`src/rtl/hog_pix_feeder.sv`:
```
// hog_pix_feeder: packs a byte-wide pixel stream into 4-pixel words, buffers them and serves HOG requests.
// Optional diagnostics (underrun_cnt, ovf_stall) are enabled with `define HOG_FEED_STAT_EN.
module hog_pix_feeder #(
    parameter int PIX_W       = 8,
    parameter int DEPTH       = 16,
    parameter int FRAME_WORDS = 19200
) (
    input  logic                      clk,
    input  logic                      rst,
    input  logic                      pix_valid,
    input  logic                      pix_sof,
    input  logic [PIX_W-1:0]          pix_data,
    output logic                      pix_ready,
    input  logic                      request,
    output logic                      ready,
    output logic [4*PIX_W-1:0]        i_data,
    output logic [$clog2(DEPTH):0]    fifo_level,
    output logic                      frame_done,
    output logic                      sync_err
`ifdef HOG_FEED_STAT_EN
    ,
    output logic [15:0]               underrun_cnt,
    output logic                      ovf_stall
`endif
);

    localparam int AW = $clog2(DEPTH);
    localparam int LW = AW + 1;
    localparam int CW = $clog2(FRAME_WORDS + 1);

    typedef enum logic [1:0] {
        S_IDLE  = 2'd0,
        S_RUN   = 2'd1,
        S_DRAIN = 2'd2
    } state_t;

    state_t                state_r;
    logic [1:0]            lane_r;
    logic [CW-1:0]         word_cnt_r;
    logic [3*PIX_W-1:0]    pend_r;
    logic                  last_pop_r;
    logic [4*PIX_W-1:0]    mem_r [DEPTH];
    logic [AW-1:0]         wr_ptr_r;
    logic [AW-1:0]         rd_ptr_r;

    logic                  accept_s;
    logic                  push_s;
    logic                  pop_s;
    logic                  room_s;
    logic [LW-1:0]         level_nxt_s;
    logic [4*PIX_W-1:0]    word_s;

    assign accept_s    = pix_valid && pix_ready;
    assign push_s      = (state_r == S_RUN) && accept_s && !pix_sof && (lane_r == 2'd3);
    assign pop_s       = request && (fifo_level != LW'(0));
    assign level_nxt_s = fifo_level + LW'(push_s) - LW'(pop_s);
    // pix_ready reflects the level after this edge, so a full FIFO can never be pushed
    assign room_s      = level_nxt_s < LW'(DEPTH);
    assign word_s      = {pix_data, pend_r};

    // Frame FSM: lane packing, word counting, resync and end-of-frame handling
    always_ff @(posedge clk or negedge rst) begin
        if (!rst) begin
            state_r    <= S_IDLE;
            lane_r     <= 2'd0;
            word_cnt_r <= '0;
            pend_r     <= '0;
            last_pop_r <= 1'b0;
            pix_ready  <= 1'b0;
            frame_done <= 1'b0;
            sync_err   <= 1'b0;
        end else begin
            frame_done <= 1'b0;
            sync_err   <= 1'b0;
            case (state_r)
                S_IDLE: begin
                    if (accept_s && pix_sof) begin
                        pend_r[PIX_W-1:0] <= pix_data;
                        lane_r     <= 2'd1;
                        word_cnt_r <= '0;
                        state_r    <= S_RUN;
                        pix_ready  <= room_s;
                    end else begin
                        pix_ready  <= 1'b1;
                    end
                end
                S_RUN: begin
                    if (accept_s && pix_sof) begin
                        // Resync: drop the partial word, keep already buffered words
                        pend_r[PIX_W-1:0] <= pix_data;
                        lane_r     <= 2'd1;
                        word_cnt_r <= '0;
                        sync_err   <= 1'b1;
                        pix_ready  <= room_s;
                    end else if (accept_s && (lane_r == 2'd3)) begin
                        lane_r     <= 2'd0;
                        word_cnt_r <= word_cnt_r + CW'(1);
                        if (word_cnt_r == CW'(FRAME_WORDS - 1)) begin
                            state_r   <= S_DRAIN;
                            pix_ready <= 1'b0;
                        end else begin
                            pix_ready <= room_s;
                        end
                    end else if (accept_s) begin
                        case (lane_r)
                            2'd0:    pend_r[PIX_W-1:0]         <= pix_data;
                            2'd1:    pend_r[2*PIX_W-1:PIX_W]   <= pix_data;
                            2'd2:    pend_r[3*PIX_W-1:2*PIX_W] <= pix_data;
                            default: pend_r                    <= pend_r;
                        endcase
                        lane_r    <= lane_r + 2'd1;
                        pix_ready <= room_s;
                    end else begin
                        pix_ready <= room_s;
                    end
                end
                S_DRAIN: begin
                    if (last_pop_r) begin
                        frame_done <= 1'b1;
                        last_pop_r <= 1'b0;
                        state_r    <= S_IDLE;
                        pix_ready  <= 1'b1;
                    end else if (pop_s && (fifo_level == LW'(1))) begin
                        last_pop_r <= 1'b1;
                        pix_ready  <= 1'b0;
                    end else begin
                        pix_ready  <= 1'b0;
                    end
                end
                default: begin
                    state_r    <= S_IDLE;
                    lane_r     <= 2'd0;
                    word_cnt_r <= '0;
                    last_pop_r <= 1'b0;
                    pix_ready  <= 1'b0;
                end
            endcase
        end
    end

    // Word storage
    always_ff @(posedge clk) begin
        if (push_s) begin
            mem_r[wr_ptr_r] <= word_s;
        end
    end

    // FIFO pointers, naturally wrapping
    always_ff @(posedge clk or negedge rst) begin
        if (!rst) begin
            wr_ptr_r <= '0;
            rd_ptr_r <= '0;
        end else begin
            if (push_s) begin
                wr_ptr_r <= wr_ptr_r + AW'(1);
            end
            if (pop_s) begin
                rd_ptr_r <= rd_ptr_r + AW'(1);
            end
        end
    end

    // HOG-side output: one word per request edge, i_data holds otherwise
    always_ff @(posedge clk or negedge rst) begin
        if (!rst) begin
            ready      <= 1'b0;
            i_data     <= '0;
            fifo_level <= '0;
        end else begin
            fifo_level <= level_nxt_s;
            if (pop_s) begin
                ready  <= 1'b1;
                i_data <= mem_r[rd_ptr_r];
            end else begin
                ready  <= 1'b0;
            end
        end
    end

`ifdef HOG_FEED_STAT_EN
    // Underrun counter: HOG asked for data while a frame is active and nothing is buffered
    always_ff @(posedge clk or negedge rst) begin
        if (!rst) begin
            underrun_cnt <= 16'h0000;
        end else if (accept_s && pix_sof) begin
            underrun_cnt <= 16'h0000;
        end else if (request && (fifo_level == LW'(0)) && (state_r != S_IDLE)
                     && (underrun_cnt != 16'hFFFF)) begin
            underrun_cnt <= underrun_cnt + 16'h0001;
        end
    end

    assign ovf_stall = pix_valid && (fifo_level == LW'(DEPTH)) && (state_r == S_RUN);
`endif

endmodule
```
`config.mk`:
```
export PLATFORM = sky130hd
export DESIGN_NAME = hog_pix_feeder
export DESIGN_NICKNAME = d
export VERILOG_FILES = /design/src/rtl/hog_pix_feeder.sv
export SDC_FILE = /design/constraint.sdc
export NUM_CORES = 1
export LEC_CHECK = 0
export BUFFER_PORTS_ARGS = -buffer_cell sky130_fd_sc_hd__buf_2
export CORE_ASPECT_RATIO = 0.6
export CORE_UTILIZATION = 45
export DETAILED_ROUTE_END_ITERATION = 7
export GPL_ROUTABILITY_DRIVEN = 0
export SYNTH_ARGS = -nofsm -noshare
export SYNTH_HDL_FRONTEND = slang
export SYNTH_SLANG_ARGS = --single-unit
export TNS_END_PERCENT = 10
```
`constraint.sdc`:
```
create_clock -name clk -period 5.58 [get_ports clk]
set_input_delay 1.116 -clock clk [delete_from_list [all_inputs] [get_ports clk]]
set_output_delay 1.116 -clock clk [all_outputs]
set_load 0.1 [all_outputs]
```
==> results of run 1 <==
-- layer usage --
| layer | vias to the layer above | GRT usage, % | wire length, µm |
|---|---|---|---|
| li1 | 4783 | - | - |
| met1 | 5879 | 31.9 | 24600 |
| met2 | 302 | 27.4 | 20900 |
| met3 | 64 | 2.92 | 2790 |
| met4 | 0 | 3.91 | 765 |
| met5 | - | 0 | 0 |
-- Yosys cell counts, drive strengths merged (16+ instances only) --
library cell	n	area share (%)
nor2	45	0.72
nand2	27	0.43
a221oi	29	1.1
o21ai	18	0.45
mux2i	32	1.4
buf	41	1.2
dfrtp	93	10
mux2	24	1.2
o22ai	32	0.86
edfxtp	512	66
clkbuf	16	0.26
mux4	128	12
-- power by group --
part           internal [mW]  switching [mW]
Combinational           1.39            2.31
Sequential              5.58           0.732
Clock                   2.17            1.61
Total                   9.14            4.66
-- cell type report --
type                    count  share of cell area (%)
clock buffers              83                    6.03
clock inverters            16                   0.829
inverters                  10                   0.144
multi-input cells         457                    20.4
flip-flops and latches    605                    67.9
well taps                 693                    3.32
repair buffers             66                    1.45
-- critical path: cells and delay by family (launching register included) --
family | cells | cell delay, ns
AOI/OAI and AO/OA | 2 | 0.22
adders and majority gates | 2 | 0.66
xor gates and xnor gates | 1 | 0.30
DFF | 1 | 0.55
and+or+nand+nor | 6 | 1.58
-- cell families (layout without fill, tap and decap cells) --
kind of cell             count (synthesis)  in the layout
AO/OA/AOI/OAI                          104            104
XOR/XNOR                                16             16
adder cells (fa/ha/maj)                 16             16
buffers and inverters                   67            175
flip-flops                             605            605
multiplexers                           184            184
AND/OR/NAND/NOR                        137            137
-- cell usage in the layout, fill, tap and decap left out, types with 24 or more instances in the layout --
master / n
buf_2: 52
a221oi_1: 29
o22ai_1: 32
dfrtp_1: 90
nand2_1: 27
mux4_2: 125
mux2_2: 24
mux2i_1: 32
clkbuf_16: 56
edfxtp_1: 512
nor2_1: 45
-- worst paths after layout --
path                                start        endpoint  slack [ns]  cells past startpoint
max                            state_r[1]       pix_ready        2.15                     11
min                        word_cnt_r[14]  word_cnt_r[14]        0.49                      1
max reg2reg                    state_r[1]       pix_ready        2.15                     11
min reg2reg                word_cnt_r[14]  word_cnt_r[14]        0.49                      1
max in group asynchronous             rst     rd_ptr_r[1]        3.88                      2
min in group asynchronous             rst   fifo_level[3]        0.64                      1
-- sequential cells by signal, summed over array words and instances (netlist names), 4 cells and up --
signal and flops:
i_data 32, rd_ptr_r 4, mem_r 512, wr_ptr_r 4, pend_r 24, fifo_level 5, word_cnt_r 15
-- metrics by stage --
stage               setup slack (ns)  instance area, µm²  instances  utilization [%]
finish                          2.15               26100       1930             51.1
detailed placement              1.56               24300       1831             47.6
global placement                1.60               24300       1831             47.6
CTS                             2.16               26100       1930             51.1
floorplan                       2.01               23400       1129                -
global route                    1.84               26100       1930             51.1
==> results by group, run 1 <==
Placed design
  – Hpwl dp: 27300 µm
  – Port bufs: 53

Synthesis
  – Synth Area in Simple Gates: 3.00%
  – Number of flops mapped to enable cells by yosys: 512
  – Largest family of logic cells by synthesized area: multiplexers
  – Multiplexer share of the synthesized area: 14.9%
  – Syn Area/Cell: 20.7 µm²
  – Synth Area in XOR/XNOR: 0.600%
  – FF+latch count, synth: 605
  – Post-synthesis adder-cell area fraction: 0.889%
  – Synth Area in Compound Gates: 3.25%
  – Seq/Total Area, Yosys: 75.7%
  – Syn_nets: 1158
  – Cells after Synth: 1129
  – Yosys warns: 0
  – Asr flop ratio synth: 15.4%
  – Main synth FF type: edfxtp_1
  – Post-Syn Area: 23400 µm²
  – Synth unique cells: 54

Global route
  – GRT overflow: 0
  – Vias in the first global route: 11100
  – Largest net degree at the start of global routing: 67
  – All-Layer GR Usage: 19.4%
  – Antenna violations before repair: 0
  – First-pass GRT wire length: 74200 µm

Route
  – Final wirelength: 49100 µm
  – First drt pass iteration count: 5
  – Avg Vias per Cell: 5.71
  – ANT nets after route: 0
  – Iter 0 DRT Violations: 1117
  – Via count: 11000
  – Drt wl/cell: 25.4 µm
  – DRC: 0

Floorplan
  – Starting Density: 45.7%
  – # rows: 64
  – Die W: 296 µm
  – Core Region: 51100 µm²
  – Die Y: 179 µm
  – Die ar.: 52900 µm²
  – Num ports: 54

Timing
  – Slew Limit Fails: 0
  – Max frequency: 0.292 GHz
  – Fin crit period: 3.43 ns
  – Final Hold Viols: 0
  – Final setup viols: 0
  – Slew headroom: 22.0%
  – Setup Skew: 0.0185 ns
  – TNS Setup: 0 ns
  – Least-Margin Pin Slew: 1.17 ns
  – Hold_ws: 0.494 ns
  – Unrepaired setup endpoints after global routing: no
  – Period utilization: 61.5%

Clocking
  – Clk buf depth: 3
  – Clk_lat worst skew: 0.58 ns
  – Post-CTS resize count: 0
  – Hold_buf cts: 0
  – CTS root buf: clkbuf_16
  – Worst-path clk slew: 0.06 ns
  – Post-CTS setup buffer count: 0
  – Cts bufs inserted: 53
  – H-tree depth: 2
  – Clk sinks: 605
  – CTS tree: built

Finish
  – N_diodes: 0
  – Sequential cell area: 17700 µm²
  – Multi-input logic area: 5320 µm²
  – Ratio of cells with drive above 1 in the final layout: 25.8%
  – Final #Nets: 1222
  – Fillers: 4104
  – Syn-to-layout area delta: 11.7%

Power
  – Power Density: 529 nW/µm²
  – Max VDD drop: 0.298 mV
  – Total Power: 13.8 mW
  – Lkg Pwr: 8.65 nW

Critical path
  – CP peak stage delay: 0.55 ns
  – Critical path fanouts, max: 17
  – Critical path arrival: 3.89 ns
  – CP required: 6.04 ns
  – CP Launch Type: flop
  – WS Path Type: flop to flop
  – Endpoint class of the critical path: flop
  – Slowest-stage cell, CP: dfrtp_1
  – CP dominant cell by count: nand2_1
  – Critical path, cell by cell: nor2b_1, nand3_1, nand2_1, nand2_1, ha_1, fa_1, a21oi_1, o21bai_1, xnor2_1, nor3_1, or3_1

Run status
  – Status: complete, no violations

Worst hold path
  – Tightest Hold Check Type: flop to flop

Flow run
  – Max_cap viols: 0
(Power assumes the default switching activity.)
==> inputs of run 2 (changes only) <==
ABC_AREA = 1   (was not set)
clock period = 3.3 ns   (was 5.58 ns; I/O delays follow)
==> run 2 against run 1 <==
Compared with the run above:
- the run now ends with design-rule violations left
- sequential power increased by 66%
- first-iteration DRC count increased by 40%
- synthesized cell count increased by 93%
- clock-buffer cell count decreased by 9
==> results by group, run 2 <==
Power
  – Total Power: 25.8 mW (+87%)
  – Sw power: 10.7 mW (+130%)
  – Switching share of power: 41.4% (+7.7 points)
  – Max VDD drop: 0.578 mV (+94%)
  – Logic pwr share: 34.9% (+8.1 points)
  – P_int: 15.1 mW (+65%)
  – Clock share of power: 24.5% (-2.9 points)
  – Lkg Pwr: 10.8 nW (+25%)
  – Power Density: 927 nW/µm² (+75%)
  – Sequential power share: 40.6% (-5.1 points)

Timing
  – Setup Skew: 0.0198 ns (+0.00133 ns)
  – Period utilization: 86.0% (+24 points)
  – Max frequency: 0.353 GHz (+21%)
  – Slew headroom: 34.0% (+12 points)
  – Slew Limit Fails: 0 (unchanged)
  – Unrepaired setup endpoints after global routing: no
  – TNS Setup: 0 ns (unchanged)
  – Least-Margin Pin Slew: 0.990 ns (-0.180 ns)
  – Hold_ws: 0.00994 ns (-0.484 ns)
  – Final setup viols: 0 (unchanged)
  – Final Hold Viols: 0 (unchanged)
  – Fin crit period: 2.84 ns (-0.594 ns)

Synthesis
  – Post-synth top cells: nand2_1 (858), edfxtp_1 (512), nand3_1 (397), dfrtp_1 (93), buf_2 (75)
  – Count leader, synth: nand2_1
  – Synth unique cells: 38 (-30%)
  – Synth Area in Simple Gates: 22.6% (+20 points)
  – Largest family of logic cells by synthesized area: simple AND/OR/NAND/NOR gates
  – Main synth FF type: edfxtp_1
  – Largest cells by area after synthesis: edfxtp_1 (62%), nand2_1 (13%), dfrtp_1 (9.4%)
  – Share of the synthesized area in the top cell type: 62.1% (-3.7 points)
  – FF+latch count, synth: 605 (unchanged)
  – Synth Area in Compound Gates: 1.44% (-1.8 points)
  – Synth area leader: edfxtp_1
  – Asr flop ratio synth: 15.4% (unchanged)
  – Yosys warns: 0 (unchanged)
  – Post-Syn Area: 24800 µm² (+5.9%)
  – Syn_nets: 2208 (+91%)
  – Number of flops mapped to enable cells by yosys: 512 (unchanged)
  – Syn Area/Cell: 11.4 µm² (-45%)
  – Synth Area in XOR/XNOR: 0.318% (-0.28 points)
  – Post-synthesis adder-cell area fraction: 0.839% (-0.050 points)
  – Seq/Total Area, Yosys: 71.5% (-4.2 points)
  – Cells after Synth: 2179 (+93%)
  – Multiplexer share of the synthesized area: 0% (-15 points)

Route
  – Final wirelength: 64900 µm (+32%)
  – Avg Vias per Cell: 5.44 (-4.9%)
  – Drt wl/cell: 21.7 µm (-15%)
  – DRC: 1 (+1)
  – First drt pass iteration count: 8 (+3)
  – Iter 0 DRT Violations: 1561 (+40%)
  – ANT nets after route: 0 (unchanged)
  – Via count: 16200 (+47%)

Floorplan
  – Die ar.: 56000 µm² (+5.9%)
  – Core Region: 54300 µm² (+6.2%)
  – # rows: 66 (+3.1%)
  – Starting Density: 45.6% (-0.12 points)
  – Die Y: 184 µm (+2.9%)
  – Die W: 305 µm (+2.9%)
  – Num ports: 54 (unchanged)

Clocking
  – Clk sinks: 605 (unchanged)
  – H-tree depth: 2 (unchanged)
  – Worst-path clk slew: 0.06 ns (about the same)
  – CTS tree: built
  – Clk_lat worst skew: 0.60 ns (+0.02 ns)
  – Post-CTS setup buffer count: 0 (unchanged)
  – Post-CTS resize count: 0 (unchanged)
  – Hold_buf cts: 0 (unchanged)
  – Clk buf depth: 3 (unchanged)
  – Cts bufs inserted: 54 (+1.9%)
  – CTS root buf: clkbuf_16

Critical path
  – CP Launch Type: flop
  – CP required: 3.78 ns (-2.26 ns)
  – Slowest-stage cell, CP: fa_1
  – CP dominant cell by count: nand2_1
  – FF-to-FF Start: fifo_level[3]
  – Crit path to: fifo_level[4]
  – RR Endpoint: fifo_level[4]
  – FF-to-FF path depth: 15 (+4)
  – R2r setup slk: 0.46 ns (-1.69 ns)
  – Critical path fanouts, max: 11 (-6)
  – Worst Setup SP: fifo_level[3]
  – WS Path Type: flop to flop
  – Critical path, cell by cell: inv_1, ha_1, nand2_1, o21ai_4, inv_2, nand2_1, nand2_1, ha_1, fa_1, nand2_1, nand2_1, nand2_1, nand2_1, or2_2, and2_1
  – CP peak stage delay: 0.44 ns (-0.11 ns)
  – Critical path arrival: 3.32 ns (-0.57 ns)
  – Endpoint class of the critical path: flop

Finish
  – Ratio of cells with drive above 1 in the final layout: 10.7% (-15 points)
  – Largest regs: mem_r x512, i_data x32, pend_r x24
  – Most common cell after layout, fill and taps aside: nand2_1
  – Fillers: 4769 (+16%)
  – Largest register FFs: 512 (unchanged)
  – Most frequent cells in the layout: nand2_1 (858), edfxtp_1 (512), nand3_1 (397)
  – Cell Count, Final, Fillers Out: 2983 (+55%)
  – Final #Nets: 2252 (+84%)
  – Syn-to-layout area delta: 12.3%
  – Multi-input logic area: 6360 µm² (+20%)
  – N_diodes: 0 (unchanged)
  – Sequential cell area: 17700 µm² (about the same)
  – Largest register by flop count: mem_r

Global route
  – Antenna violations before repair: 0 (unchanged)
  – All-Layer GR Usage: 23.4% (+3.9 points)
  – Vias in the first global route: 15500 (+39%)
  – Largest net degree at the start of global routing: 109 (+63%)
  – GRT overflow: 0 (unchanged)
  – First-pass GRT wire length: 98300 µm (+32%)

Placed design
  – Cells after DPL: 2881 (+57%)
  – Hpwl dp: 36600 µm (+34%)
  – Port bufs: 53 (unchanged)

Run status
  – Status: finished with violations
  – Violated checks: design-rule violations

Flow run
  – Max_cap viols: 0 (unchanged)

Worst hold path
  – Tightest Hold Check Type: primary input to asynchronous set/reset pin
## run 2: cell count changes after synthesis, sizes merged, moves of 32 or more
cell / previous run / this run
mux4: 128 / 0
mux2i: 32 / 0
inv: 10 / 56
nand2: 27 / 867
o22ai: 32 / 0
nand3: 6 / 400
buf: 41 / 95
## run 2: through the flow
stage	instance area (µm²)	util (%)	setup slack, ns
2_1_floorplan	24800	-	-0.376
3_3_place_gp	26100	48.0	0.436
3_5_place_dp	26100	48.0	0.403
4_1_cts	27800	51.2	0.455
5_1_grt	27800	51.2	0.261
6_report	27800	51.2	0.463
## run 2: worst min path at each step
stage              start  cells after the start            end
6_report             rst                      1          ready
5_1_grt              rst                      1     i_data[14]
4_1_cts              rst                      1          ready
3_5_place_dp   i_data[4]                      2      i_data[4]
3_3_place_gp   i_data[4]                      2      i_data[4]
2_1_floorplan        rst                      0  fifo_level[0]
## run 2: worst max-delay path, delay by kind of cell, from the launching register on
kind	cells	cell delay, ns
fa+ha+maj	3	0.80
simple gates	9	1.01
compound gates	1	0.37
buf+inv	2	0.15
flops	1	0.40
## run 2: per-layer routing
layer	track usage [%]	part of all wire (%)	vias up	wire (µm)
met5	0	0	-	0
met4	4.63	1.6	0	1050
met3	3.88	8.2	70	5350
met2	33.8	43	667	27600
met1	36.9	48	7935	30900
li1	-	-	7543	-
## run 2: cell type report
class / count / share of cell area [%]
clock buffer: 74 / 5.27
clock inverter: 28 / 0.995
inverter: 57 / 0.806
multi-input combinational: 1400 / 22.9
sequential: 605 / 63.7
tap: 714 / 3.21
timing repair buffer: 105 / 3.13
## run 2: power groups by stage
stage / Clock [mW] / Sequential, mW / Combinational [mW]
after CTS: 6.41 / 10.5 / 9.01
after floorplan: 0 / 11.6 / 5.10
after detailed placement: 0 / 10.6 / 8.98
after global placement: 0 / 10.6 / 8.92
final: 6.31 / 10.5 / 8.99
after global routing: 6.71 / 10.6 / 9.85
## run 2: kinds of logic (layout without fill, tap and decap cells)
family	count (synthesis)	count (layout)
XOR/XNOR	9	9
flip-flops	605	605
adder cells (fa/ha/maj)	16	16
AND/OR/NAND/NOR	1317	1317
buffers and inverters	174	264
AO/OA/AOI/OAI	58	58
==> inputs of run 3 (changes only) <==
CORE_UTILIZATION = 40   (was 45)
HOLD_SLACK_MARGIN = 0.08   (was not set)
MAX_ROUTING_LAYER = met4   (was not set)
==> run 3 against run 2 <==
Compared with the run above:
- the flow now finishes without violations
- global-route usage down 1.7 points
- flip-flop and latch count did not move
- clock power down 0.6%
- clock skew fell by 0.0087 ns
- maximum frequency increased by 6.4%
- via count grew 0.29%
- non-clock buffer count increased by 9
- largest cell class unchanged
- largest power group unchanged
- highest routed layer unchanged
==> results by group, run 3 (synthesized netlist as in run 2, its figures left out) <==
Worst hold path
  – Tightest Hold Check Type: primary input to flop

Critical path
  – CP required: 3.84 ns (+0.06 ns)
  – CP Launch Type: flop
  – CP dominant cell by count: nand2_1
  – Slowest-stage cell, CP: dfrtp_1
  – Critical path, cell by cell: nor2_4, nand2_4, inv_4, nand2_4, nand2_1, nand2_1, ha_1, fa_1, nand2_1, nand2_1, nand2_1, nand2_1, or2_2, nand3_1, nand2_1, nand2_1
  – WS Path Type: flop to flop
  – Critical path arrival: 3.21 ns (-0.11 ns)
  – Critical path fanouts, max: 6 (-5)
  – Endpoint class of the critical path: flop
  – CP peak stage delay: 0.47 ns (+0.03 ns)

Power
  – Lkg Pwr: 10.8 nW (+0.15%)
  – Max VDD drop: 0.617 mV (+6.8%)
  – Clock share of power: 24.5% (about the same)
  – Switching share of power: 41.1% (-0.38 points)
  – Sequential power share: 40.3% (-0.3 points)
  – Logic pwr share: 35.2% (+0.3 points)
  – Sw power: 10.5 mW (-1.6%)
  – Power Density: 915 nW/µm² (-1.2%)
  – P_int: 15.1 mW (about the same)

Clocking
  – Clk buf depth: 3 (unchanged)
  – Clk_lat worst skew: 0.61 ns (about the same)
  – CTS tree: built
  – Clk sinks: 605 (unchanged)
  – Post-CTS resize count: 0 (unchanged)
  – H-tree depth: 2 (unchanged)
  – Cts bufs inserted: 55 (+1.9%)
  – Post-CTS setup buffer count: 0 (unchanged)
  – Worst-path clk slew: 0.06 ns (about the same)
  – CTS root buf: clkbuf_16
  – Hold_buf cts: 1 (+1)

Global route
  – First-pass GRT wire length: 100000 µm (+1.7%)
  – Largest net degree at the start of global routing: 126 (+16%)
  – Vias in the first global route: 15900 (+2.5%)
  – Antenna violations before repair: 1 (+1)
  – All-Layer GR Usage: 21.7% (-1.7 points)
  – GRT overflow: 0 (unchanged)

Run status
  – Status: complete, no violations

Timing
  – Period utilization: 80.8% (-5.1 points)
  – Final setup viols: 0 (unchanged)
  – Setup Skew: 0.0111 ns (-0.00870 ns)
  – Fin crit period: 2.67 ns (-0.170 ns)
  – Max frequency: 0.375 GHz (+6.4%)
  – Slew Limit Fails: 0 (unchanged)
  – Slew headroom: 32.4% (-1.6 points)
  – Final Hold Viols: 0 (unchanged)
  – Unrepaired setup endpoints after global routing: no
  – Least-Margin Pin Slew: 1.01 ns (+0.0234 ns)

Flow run
  – Max_cap viols: 0 (unchanged)

Floorplan
  – Core Region: 61000 µm² (+13%)
  – Die W: 323 µm (+6.0%)
  – Num ports: 54 (unchanged)
  – # rows: 70 (+6.1%)
  – Die ar.: 62900 µm² (+12%)
  – Die Y: 195 µm (+6.0%)
  – Starting Density: 40.5% (-5.1 points)

Finish
  – N_diodes: 0 (unchanged)
  – Final #Nets: 2262 (+0.44%)
  – Largest regs: mem_r x512, i_data x32, pend_r x24
  – Ratio of cells with drive above 1 in the final layout: 10.8% (+0.14 points)
  – Largest register by flop count: mem_r
  – Cell Count, Final, Fillers Out: 3105 (+4.1%)
  – Most common cell after layout, fill and taps aside: nand2_1
  – Most frequent cells in the layout: nand2_1 (858), edfxtp_1 (512), nand3_1 (397)
  – Finished Cell Area: 28000 µm² (+0.54%)
  – Largest register FFs: 512 (unchanged)
  – Syn-to-layout area delta: 12.9%

Route
  – Final wirelength: 64300 µm (-0.94%)
  – Iter 0 DRT Violations: 1870 (+20%)
  – ANT nets after route: 0 (unchanged)
  – Avg Vias per Cell: 5.24 (-3.7%)
  – DRC: 0 (-1)
  – Via count: 16300 (+0.29%)
  – First drt pass iteration count: 5 (-3)
  – Drt wl/cell: 20.7 µm (-4.8%)

Placed design
  – Placement Cell Area: 26200 µm² (+0.59%)
  – Hpwl dp: 36700 µm (+0.38%)
  – Cells after DPL: 3003 (+4.2%)
  – Port bufs: 53 (unchanged)
run 3: cell count changes in the layout (fill, tap and decap cells not counted):
cell,delta
buf_12,-4
clkinv_2,-4
buf_4,+12
dlygate4sd3_1,+1
clkbuf_16,+3
bufinv_16,-2
clkinvlp_4,+2
clkinv_1,+6
inv_6,-2
clkinv_8,-1
clkbuf_1,-3
run 3: final cells by class:
class,count,area [µm²]
fillers,5570,33100
flip-flops and latches,605,17700
multi-input cells,1400,6360
clock buffers,74,1530
well taps,828,1040
repair buffers,114,891
inverters,57,224
clock inverters,27,200
run 3: critical path, delay by kind of cell, from the launching register on:
kind                     cells  cell delay [ns]
AND/OR/NAND/NOR             13             1.36
adder cells (fa/ha/maj)      2             0.65
flip-flops                   1             0.47
buffers and inverters        1             0.12
run 3: power groups by stage:
stage	Sequential [mW]	Clock [mW]	Combinational, mW
finish	10.3	6.27	9.01
global route	10.4	6.68	9.96
CTS	10.3	6.38	9.05
floorplan	11.6	0	5.10
global placement	10.4	0	8.97
detailed placement	10.5	0	9.01
run 3: routing by layer:
metal | global-route usage [%] | share of wire, % | up-vias | routed length [µm]
met5 | - | 0 | - | 0
met2 | 30.1 | 42 | 636 | 27300
met1 | 33.2 | 48 | 7971 | 30800
met4 | 4.28 | 1.6 | 0 | 1040
met3 | 3.71 | 8.0 | 80 | 5120
li1 | - | - | 7575 | -
run 3: through the flow:
| stage | hold WS (ns) | power [mW] | worst slack (ns) | setup TNS [ns] | util, % |
|---|---|---|---|---|---|
| after floorplan | 0.364 | 16.7 | -0.376 | -157.21 | - |
| final | 0.377 | 25.6 | 0.633 | 0 | 45.8 |
| after global routing | 0.362 | 27.1 | 0.458 | 0 | 45.8 |
| after global placement | 0.457 | 19.4 | 0.387 | 0 | 42.9 |
| after detailed placement | 0.467 | 19.5 | 0.378 | 0 | 42.9 |
| after CTS | 0.346 | 25.7 | 0.605 | 0 | 45.8 |
run 3: path summary, 6_finish.rpt:
check	cells past startpoint	end	slack [ns]	startpoint
hold / removal	3	last_pop_r	0.38	request
min in group asynchronous	2	i_data[24]	0.57	rst
setup reg to reg	16	pix_ready	0.63	state_r[1]
hold reg to reg	2	i_data[25]	0.48	i_data[25]
setup / recovery	16	pix_ready	0.63	state_r[1]
max in group asynchronous	3	rd_ptr_r[2]	1.91	rst
